===== src/rtl/alu181_serial_pkg.sv =====
// Shared constants, FSM state type and parameter legality check for the
// serial 74181-style ALU.
package alu181_serial_pkg;

    localparam logic ALU_M_LOGIC = 1'b1;
    localparam logic ALU_M_ARITH = 1'b0;

    localparam logic [3:0] S_ADD = 4'd9;
    localparam logic [3:0] S_SUB = 4'd6;
    localparam logic [3:0] S_DEC = 4'd15;
    localparam logic [3:0] S_DBL = 4'd12;
    localparam logic [3:0] S_XOR = 4'd6;
    localparam logic [3:0] S_AND = 4'd11;
    localparam logic [3:0] S_OR  = 4'd14;

    typedef enum logic [1:0] {
        ST_IDLE,
        ST_RUN,
        ST_DONE
    } state_t;

    function automatic bit params_legal(int unsigned data_w, int unsigned nib_per_cyc);
        return (data_w >= 4) && (data_w % 4 == 0) && (nib_per_cyc >= 1) &&
               ((data_w / 4) % nib_per_cyc == 0);
    endfunction

endpackage


===== src/rtl/alu181_slice.sv =====
// Combinational 4-bit 74181-style slice: logic or arithmetic on one nibble,
// with carry-out and carry-into-bit-3 for overflow detection.
module alu181_slice
    import alu181_serial_pkg::*;
(
    input  logic [3:0] a4,
    input  logic [3:0] b4,
    input  logic [3:0] s,
    input  logic       m,
    input  logic       c_in,
    output logic [3:0] f4,
    output logic       c_out,
    output logic       c_msb_in
);

    logic [3:0] u;
    logic [3:0] v;
    logic [4:0] sum;

    always_comb begin
        u   = a4 | ({4{s[0]}} & b4) | ({4{s[1]}} & ~b4);
        v   = ({4{s[2]}} & a4 & ~b4) | ({4{s[3]}} & a4 & b4);
        sum = {1'b0, u} + {1'b0, v} + {4'b0, c_in};
        if (m == ALU_M_LOGIC) begin
            f4       = ~(u ^ v);
            c_out    = 1'b0;
            c_msb_in = 1'b0;
        end else begin
            f4       = sum[3:0];
            c_out    = sum[4];
            // carry into bit 3 recovered from the sum bit and its two addends
            c_msb_in = sum[3] ^ u[3] ^ v[3];
        end
    end

endmodule


===== src/rtl/alu181_serial.sv =====
// Sequential DATA_W-bit 74181-style ALU: evaluates NIB_PER_CYC nibbles per
// clock, LSB first, with a registered carry between cycles.
module alu181_serial
    import alu181_serial_pkg::*;
#(
    parameter int unsigned DATA_W      = 16,
    parameter int unsigned NIB_PER_CYC = 1
) (
    input  logic              clk,
    input  logic              rst_n,
    input  logic              in_valid,
    output logic              in_ready,
    input  logic [DATA_W-1:0] a,
    input  logic [DATA_W-1:0] b,
    input  logic              m,
    input  logic [3:0]        s,
    input  logic              cin,
    output logic              out_valid,
    input  logic              out_ready,
    output logic [DATA_W-1:0] f,
    output logic              cout,
    output logic              ovf,
    output logic              zero,
    output logic              aeqb
);

    localparam int unsigned GW    = 4 * NIB_PER_CYC;
    localparam int unsigned N_GRP = DATA_W / GW;
    localparam int unsigned IDX_W = (N_GRP > 1) ? $clog2(N_GRP) : 1;
    localparam logic [IDX_W-1:0] LAST_IDX = IDX_W'(N_GRP - 1);

    if (!params_legal(DATA_W, NIB_PER_CYC)) begin : g_bad_params
        $error("alu181_serial: DATA_W must be a multiple of 4 and NIB_PER_CYC must divide DATA_W/4");
    end

    state_t state;
    state_t state_next;

    logic [DATA_W-1:0]    a_q;
    logic [DATA_W-1:0]    b_q;
    logic [DATA_W-1:0]    f_q;
    logic [DATA_W-1:0]    f_next;
    logic                 m_q;
    logic [3:0]           s_q;
    logic                 carry_q;
    logic [IDX_W-1:0]     idx;
    logic                 cout_q;
    logic                 ovf_q;
    logic                 zero_q;
    logic                 aeqb_q;
    logic [GW-1:0]        a_grp;
    logic [GW-1:0]        b_grp;
    logic [GW-1:0]        f_grp;
    logic [NIB_PER_CYC:0] c_chain;
    logic                 c_msb_top;
    logic                 last_grp;

    assign last_grp = (idx == LAST_IDX);
    assign a_grp    = a_q[GW * 32'(idx) +: GW];
    assign b_grp    = b_q[GW * 32'(idx) +: GW];
    assign c_chain[0] = carry_q;

    for (genvar k = 0; k < NIB_PER_CYC; k++) begin : g_slice
        if (k == NIB_PER_CYC - 1) begin : g_top
            alu181_slice u_slice (
                .a4       (a_grp[4*k +: 4]),
                .b4       (b_grp[4*k +: 4]),
                .s        (s_q),
                .m        (m_q),
                .c_in     (c_chain[k]),
                .f4       (f_grp[4*k +: 4]),
                .c_out    (c_chain[k+1]),
                .c_msb_in (c_msb_top)
            );
        end else begin : g_low
            logic c_msb_unused;
            alu181_slice u_slice (
                .a4       (a_grp[4*k +: 4]),
                .b4       (b_grp[4*k +: 4]),
                .s        (s_q),
                .m        (m_q),
                .c_in     (c_chain[k]),
                .f4       (f_grp[4*k +: 4]),
                .c_out    (c_chain[k+1]),
                .c_msb_in (c_msb_unused)
            );
        end
    end

    always_comb begin
        f_next = f_q;
        f_next[GW * 32'(idx) +: GW] = f_grp;
    end

    always_ff @(posedge clk or negedge rst_n) begin
        if (!rst_n) begin
            state <= ST_IDLE;
        end else begin
            state <= state_next;
        end
    end

    always_comb begin
        state_next = state;
        in_ready   = 1'b0;
        out_valid  = 1'b0;
        unique case (state)
            ST_IDLE: begin
                in_ready = 1'b1;
                if (in_valid) begin
                    state_next = ST_RUN;
                end
            end
            ST_RUN: begin
                if (last_grp) begin
                    state_next = ST_DONE;
                end
            end
            ST_DONE: begin
                out_valid = 1'b1;
                if (out_ready) begin
                    state_next = ST_IDLE;
                end
            end
            default: state_next = ST_IDLE;
        endcase
    end

    always_ff @(posedge clk or negedge rst_n) begin
        if (!rst_n) begin
            a_q     <= '0;
            b_q     <= '0;
            f_q     <= '0;
            m_q     <= 1'b0;
            s_q     <= '0;
            carry_q <= 1'b0;
            idx     <= '0;
            cout_q  <= 1'b0;
            ovf_q   <= 1'b0;
            zero_q  <= 1'b0;
            aeqb_q  <= 1'b0;
        end else begin
            case (state)
                ST_IDLE: begin
                    if (in_valid) begin
                        a_q     <= a;
                        b_q     <= b;
                        m_q     <= m;
                        s_q     <= s;
                        carry_q <= (m == ALU_M_LOGIC) ? 1'b0 : cin;
                        idx     <= '0;
                    end
                end
                ST_RUN: begin
                    f_q     <= f_next;
                    carry_q <= c_chain[NIB_PER_CYC];
                    // wrap to zero so idx never addresses past the top group
                    idx     <= last_grp ? '0 : idx + 1'b1;
                    if (last_grp) begin
                        cout_q <= c_chain[NIB_PER_CYC];
                        ovf_q  <= c_chain[NIB_PER_CYC] ^ c_msb_top;
                        zero_q <= (f_next == '0);
                        aeqb_q <= &f_next;
                    end
                end
                default: ;
            endcase
        end
    end

    assign f    = f_q;
    assign cout = cout_q;
    assign ovf  = ovf_q;
    assign zero = zero_q;
    assign aeqb = aeqb_q;

endmodule


===== config.mk =====
export PLATFORM = sky130hd
export DESIGN_NAME = alu181_serial
export DESIGN_NICKNAME = d
export VERILOG_FILES = /design/src/rtl/alu181_serial_pkg.sv /design/src/rtl/alu181_slice.sv /design/src/rtl/alu181_serial.sv
export SDC_FILE = /design/constraint.sdc
export NUM_CORES = 1
export LEC_CHECK = 0
export ABC_AREA = 1
export BUFFER_PORTS_ARGS = -buffer_cell sky130_fd_sc_hd__buf_2
export CORE_MARGIN = 10
export CORE_UTILIZATION = 56
export DETAILED_ROUTE_END_ITERATION = 16
export PLACE_DENSITY = 0.86
export RECOVER_POWER = 50
export SYNTH_ARGS = -nofsm -noshare
export SYNTH_HDL_FRONTEND = slang
export SYNTH_SLANG_ARGS = --single-unit
export TNS_END_PERCENT = 50

===== constraint.sdc =====
create_clock -name clk -period 4.23 [get_ports clk]
set_input_delay 0.846 -clock clk [delete_from_list [all_inputs] [get_ports clk]]
set_output_delay 0.846 -clock clk [all_outputs]
set_load 0.01 [all_outputs]

==> results.yml <==
setup_path:
  worst_setup_path_end_kind: "flip-flop"
  r2r-start: "idx[0]$_DFFE_PN0P_"
  startpoint_type: "flip-flop"
  r2r_cells: 20
  required_ns: 4.52
  worstPathArrival_ns: 4.10
  rr_endpoint: "zero$_DFFE_PN0P_"
  cp_max_fo: 28
  worstSetupPathType: "flip-flop to flip-flop"
  regToRegSetupSlack_ns: 0.42
synth:
  synth_cell_type_count: 42
  ys_top_cells_by_area: "dfrtp_1 (43%), nand2_1 (23%), inv_1 (5.3%)"
  yosys.area.top_type: "dfrtp_1"
  syn_area_per_cell_sq_um: 7.29
  syn_area_sq_mm: 0.00359
  syn-instance-count: 492
  yosys.area.top_type_share_pct: 43.2
  synth.ff_latch_count: 62
  synth_nets: 546
  yosys_warnings: 0
  synth_seq_area_share_pct: 43.2
finish:
  n_fill_cell: 554
  final_nets: 605
  layout-drive-gt1-share_pct: 15.8
  layout_common_cells: "nand2_1 (220), dfrtp_1 (62), inv_1 (51), buf_2 (51), nor2_1 (29)"
  area_delta_synth_final_pct: 14.1
  final_common_cell: "nand2_1"
  insertedDiodeCount: 0
grt:
  grt_antenna_before_repair: 0
  grt_max_degree: 41
  grt_pass1_wl_mm: 15.5
  gr-total-overflow: 0
  grt_pass1_vias: 3447
  grt_use_total_pct: 18.8
drt:
  drtIter0Drc: 262
  wl_mm: 9.09
  firstDrtPassIters: 6
  wl_met1_mm: 3.97
  route.detailed.wl_per_inst_um: 14.4
  wl_met3_um: 693
  vias: 3369
  route.met2.wl_mm: 4.28
  top_layer: "met4"
  postRouteAntennaNets: 0
  drc: 0
  viasPerCell: 5.32
timing:
  worst_slew_pin_slew_ns: 2.20
  rsz0062_at_grt: "no"
  period_share_pct: 90.0
  setup_viol: 0
  hold_viol_final: 0
  fmax_ghz: 0.263
  max_slew_margin_pct: -46.4
  fin_skew_ns: 0.0136
  fin_ws_ns: 0.425
  period_minus_slack_ns: 3.81
  setup_tns_ns: 0
  holdWs_ns: 0.486
  drv_slew: 41
cts:
  cts_hold_buf: 0
  path_clk_slew_ns: 0.08
  post-cts-setup-buffers: 0
  numCtsBuffers: 9
  cts_max_level: 3
  clkSinkCount: 62
  post_cts_resize_count: 0
  cts_tree: "yes"
  cts.path.max_buffers: 2
  cts-root-buf: "clkbuf_8"
  clk_latency_ns: 0.36
placement:
  dp_slack_ns: 0.601
  dp_hpwl_mm: 6.72
  finalWeightedCongestion: 0.971
  io_buffer_count: 63
die:
  fp.dieW_um: 100
  fp.dieH_um: 100
  ios: 64
  fp.coreArea_sq_mm: 0.00628
  start_util_pct: 57.2
  dieArea_sq_mm: 0.0100
  rows: 29
min_path:
  hp-class: "flip-flop to flip-flop"
  whs_path_depth: 2
  hp-start: "b_q[9]$_DFFE_PN0P_"
  hold_end: "b_q[9]$_DFFE_PN0P_"
pwr:
  p_seq_share_pct: 28.6
  p_sw_mw: 1.95
  powerDensity_mw_per_mm2: 941
  combPwrFrac_pct: 57.6
  p_clk_share_pct: 13.8
  p_int_mw: 1.90
  ir_drop_v: 0.000582
  swShare_pct: 50.7
  p_leak_nw: 2.22
run_status:
  status: "finished, violations left"
  violations: "capacitance limit, slew limit"
run:
  cap_violations: 1
## area by class of cell
cell class	instances	area (sq um)	share of cell area, %
Multi-Input combinational cell	356	1710	41.9
Sequential cell	62	1550	37.9
Timing Repair Buffer	66	319	7.80
Inverter	56	215	5.26
Clock buffer	9	124	3.03
Tap cell	77	96.3	2.35
Clock inverter	7	73.8	1.80
## metal layers
| layer | vias up | global-route usage (%) |
|---|---|---|
| li1 | 1658 | - |
| met3 | 16 | 5.49 |
| met5 | - | 0 |
| met4 | 0 | 8.91 |
| met2 | 148 | 30.4 |
| met1 | 1547 | 22.7 |
## synthesized netlist by cell type
cell / n
o311ai_0: 1
nand4_2: 1
xnor2_1: 1
nor2_4: 1
nor2_1: 29
or2_1: 1
fa_1: 2
nand2_4: 1
ha_1: 10
inv_6: 1
buf_6: 2
clkbuf_1: 9
clkinv_1: 2
o21a_1: 4
nor3_1: 1
nand3_1: 22
a31o_2: 1
o21bai_1: 2
nor2_2: 1
o21bai_2: 1
nand4_1: 8
buf_2: 5
nand2_2: 4
o31ai_1: 1
o21ai_2: 1
inv_2: 2
a211oi_1: 1
inv_1: 51
a32o_1: 2
o211ai_1: 3
a21oi_1: 5
a32oi_1: 2
buf_12: 1
o21ai_0: 19
xor2_1: 1
nor3_2: 1
nand3_2: 4
buf_4: 1
a31oi_1: 4
dfrtp_1: 62
o21ai_1: 1
nand2_1: 220
## kinds of logic (layout without fill, tap and decap cells)
group	after synthesis	after routing	share of synthesized area (%)
compound gates	48	48	8.58
xor+xnor	2	2	0.488
fa+ha+maj	12	12	4.60
buf+inv	74	138	9.03
flops	62	62	43.2
simple gates	294	294	34.1
## worst max path at each step
stage	from	to	slack, ns	cells after the start
finish	idx[0]$_DFFE_PN0P_	zero$_DFFE_PN0P_	0.42	20
global route	idx[0]$_DFFE_PN0P_	zero$_DFFE_PN0P_	0.1	19
CTS	idx[0]$_DFFE_PN0P_	zero$_DFFE_PN0P_	0.52	20
detailed placement	idx[0]$_DFFE_PN0P_	zero$_DFFE_PN0P_	0.60	20
global placement	idx[0]$_DFFE_PN0P_	zero$_DFFE_PN0P_	0.78	20
floorplan	idx[0]$_DFFE_PN0P_	zero$_DFFE_PN0P_	1.12	23
## sequential cells by signal, summed over array words and instances (netlist names)
name / flops
aeqb: 1
carry_q: 1
ovf: 1
zero: 1
idx: 2
cout: 1
a_q: 16
f: 16
b_q: 16
state: 2
m_q: 1
s_q: 4
## critical path, cell delays in order, from the launching register on
cell and delay [ns]:
dfrtp_1 0.74, inv_6 0.34, nand2_1 0.08, a32oi_1 0.24, o21a_1 0.17, o21a_1 0.14, inv_1 0.06, fa_1 0.43
fa_1 0.50, inv_1 0.04, nand2_1 0.05, nand2_1 0.10, nand4_1 0.10, nand2_1 0.09, inv_1 0.08, nand2_1 0.06
nor2_1 0.16, nand2_1 0.08, nor2_1 0.09, nand3_1 0.10, nand2_1 0.07
## power groups by stage
| stage | sequential [mW] | combinational (mW) | clock [mW] |
|---|---|---|---|
| after floorplan | 1.03 | 1.76 | 0 |
| after global placement | 1.09 | 2.10 | 0 |
| after detailed placement | 1.10 | 2.19 | 0 |
| after CTS | 1.09 | 2.21 | 0.534 |
| after global routing | 1.13 | 2.55 | 0.558 |
| final | 1.10 | 2.22 | 0.530 |
## per-stage QoR
step	std cells	power (mW)	area, sq um	utilization [%]
3_3_place_gp	617	3.19	3910	62.3
6_report	633	3.85	4090	65.2
5_1_grt	633	4.23	4090	65.2
2_1_floorplan	492	2.79	3590	-
4_1_cts	633	3.84	4110	65.5
3_5_place_dp	617	3.29	3910	62.3
Power figures use the tool's default switching activity.
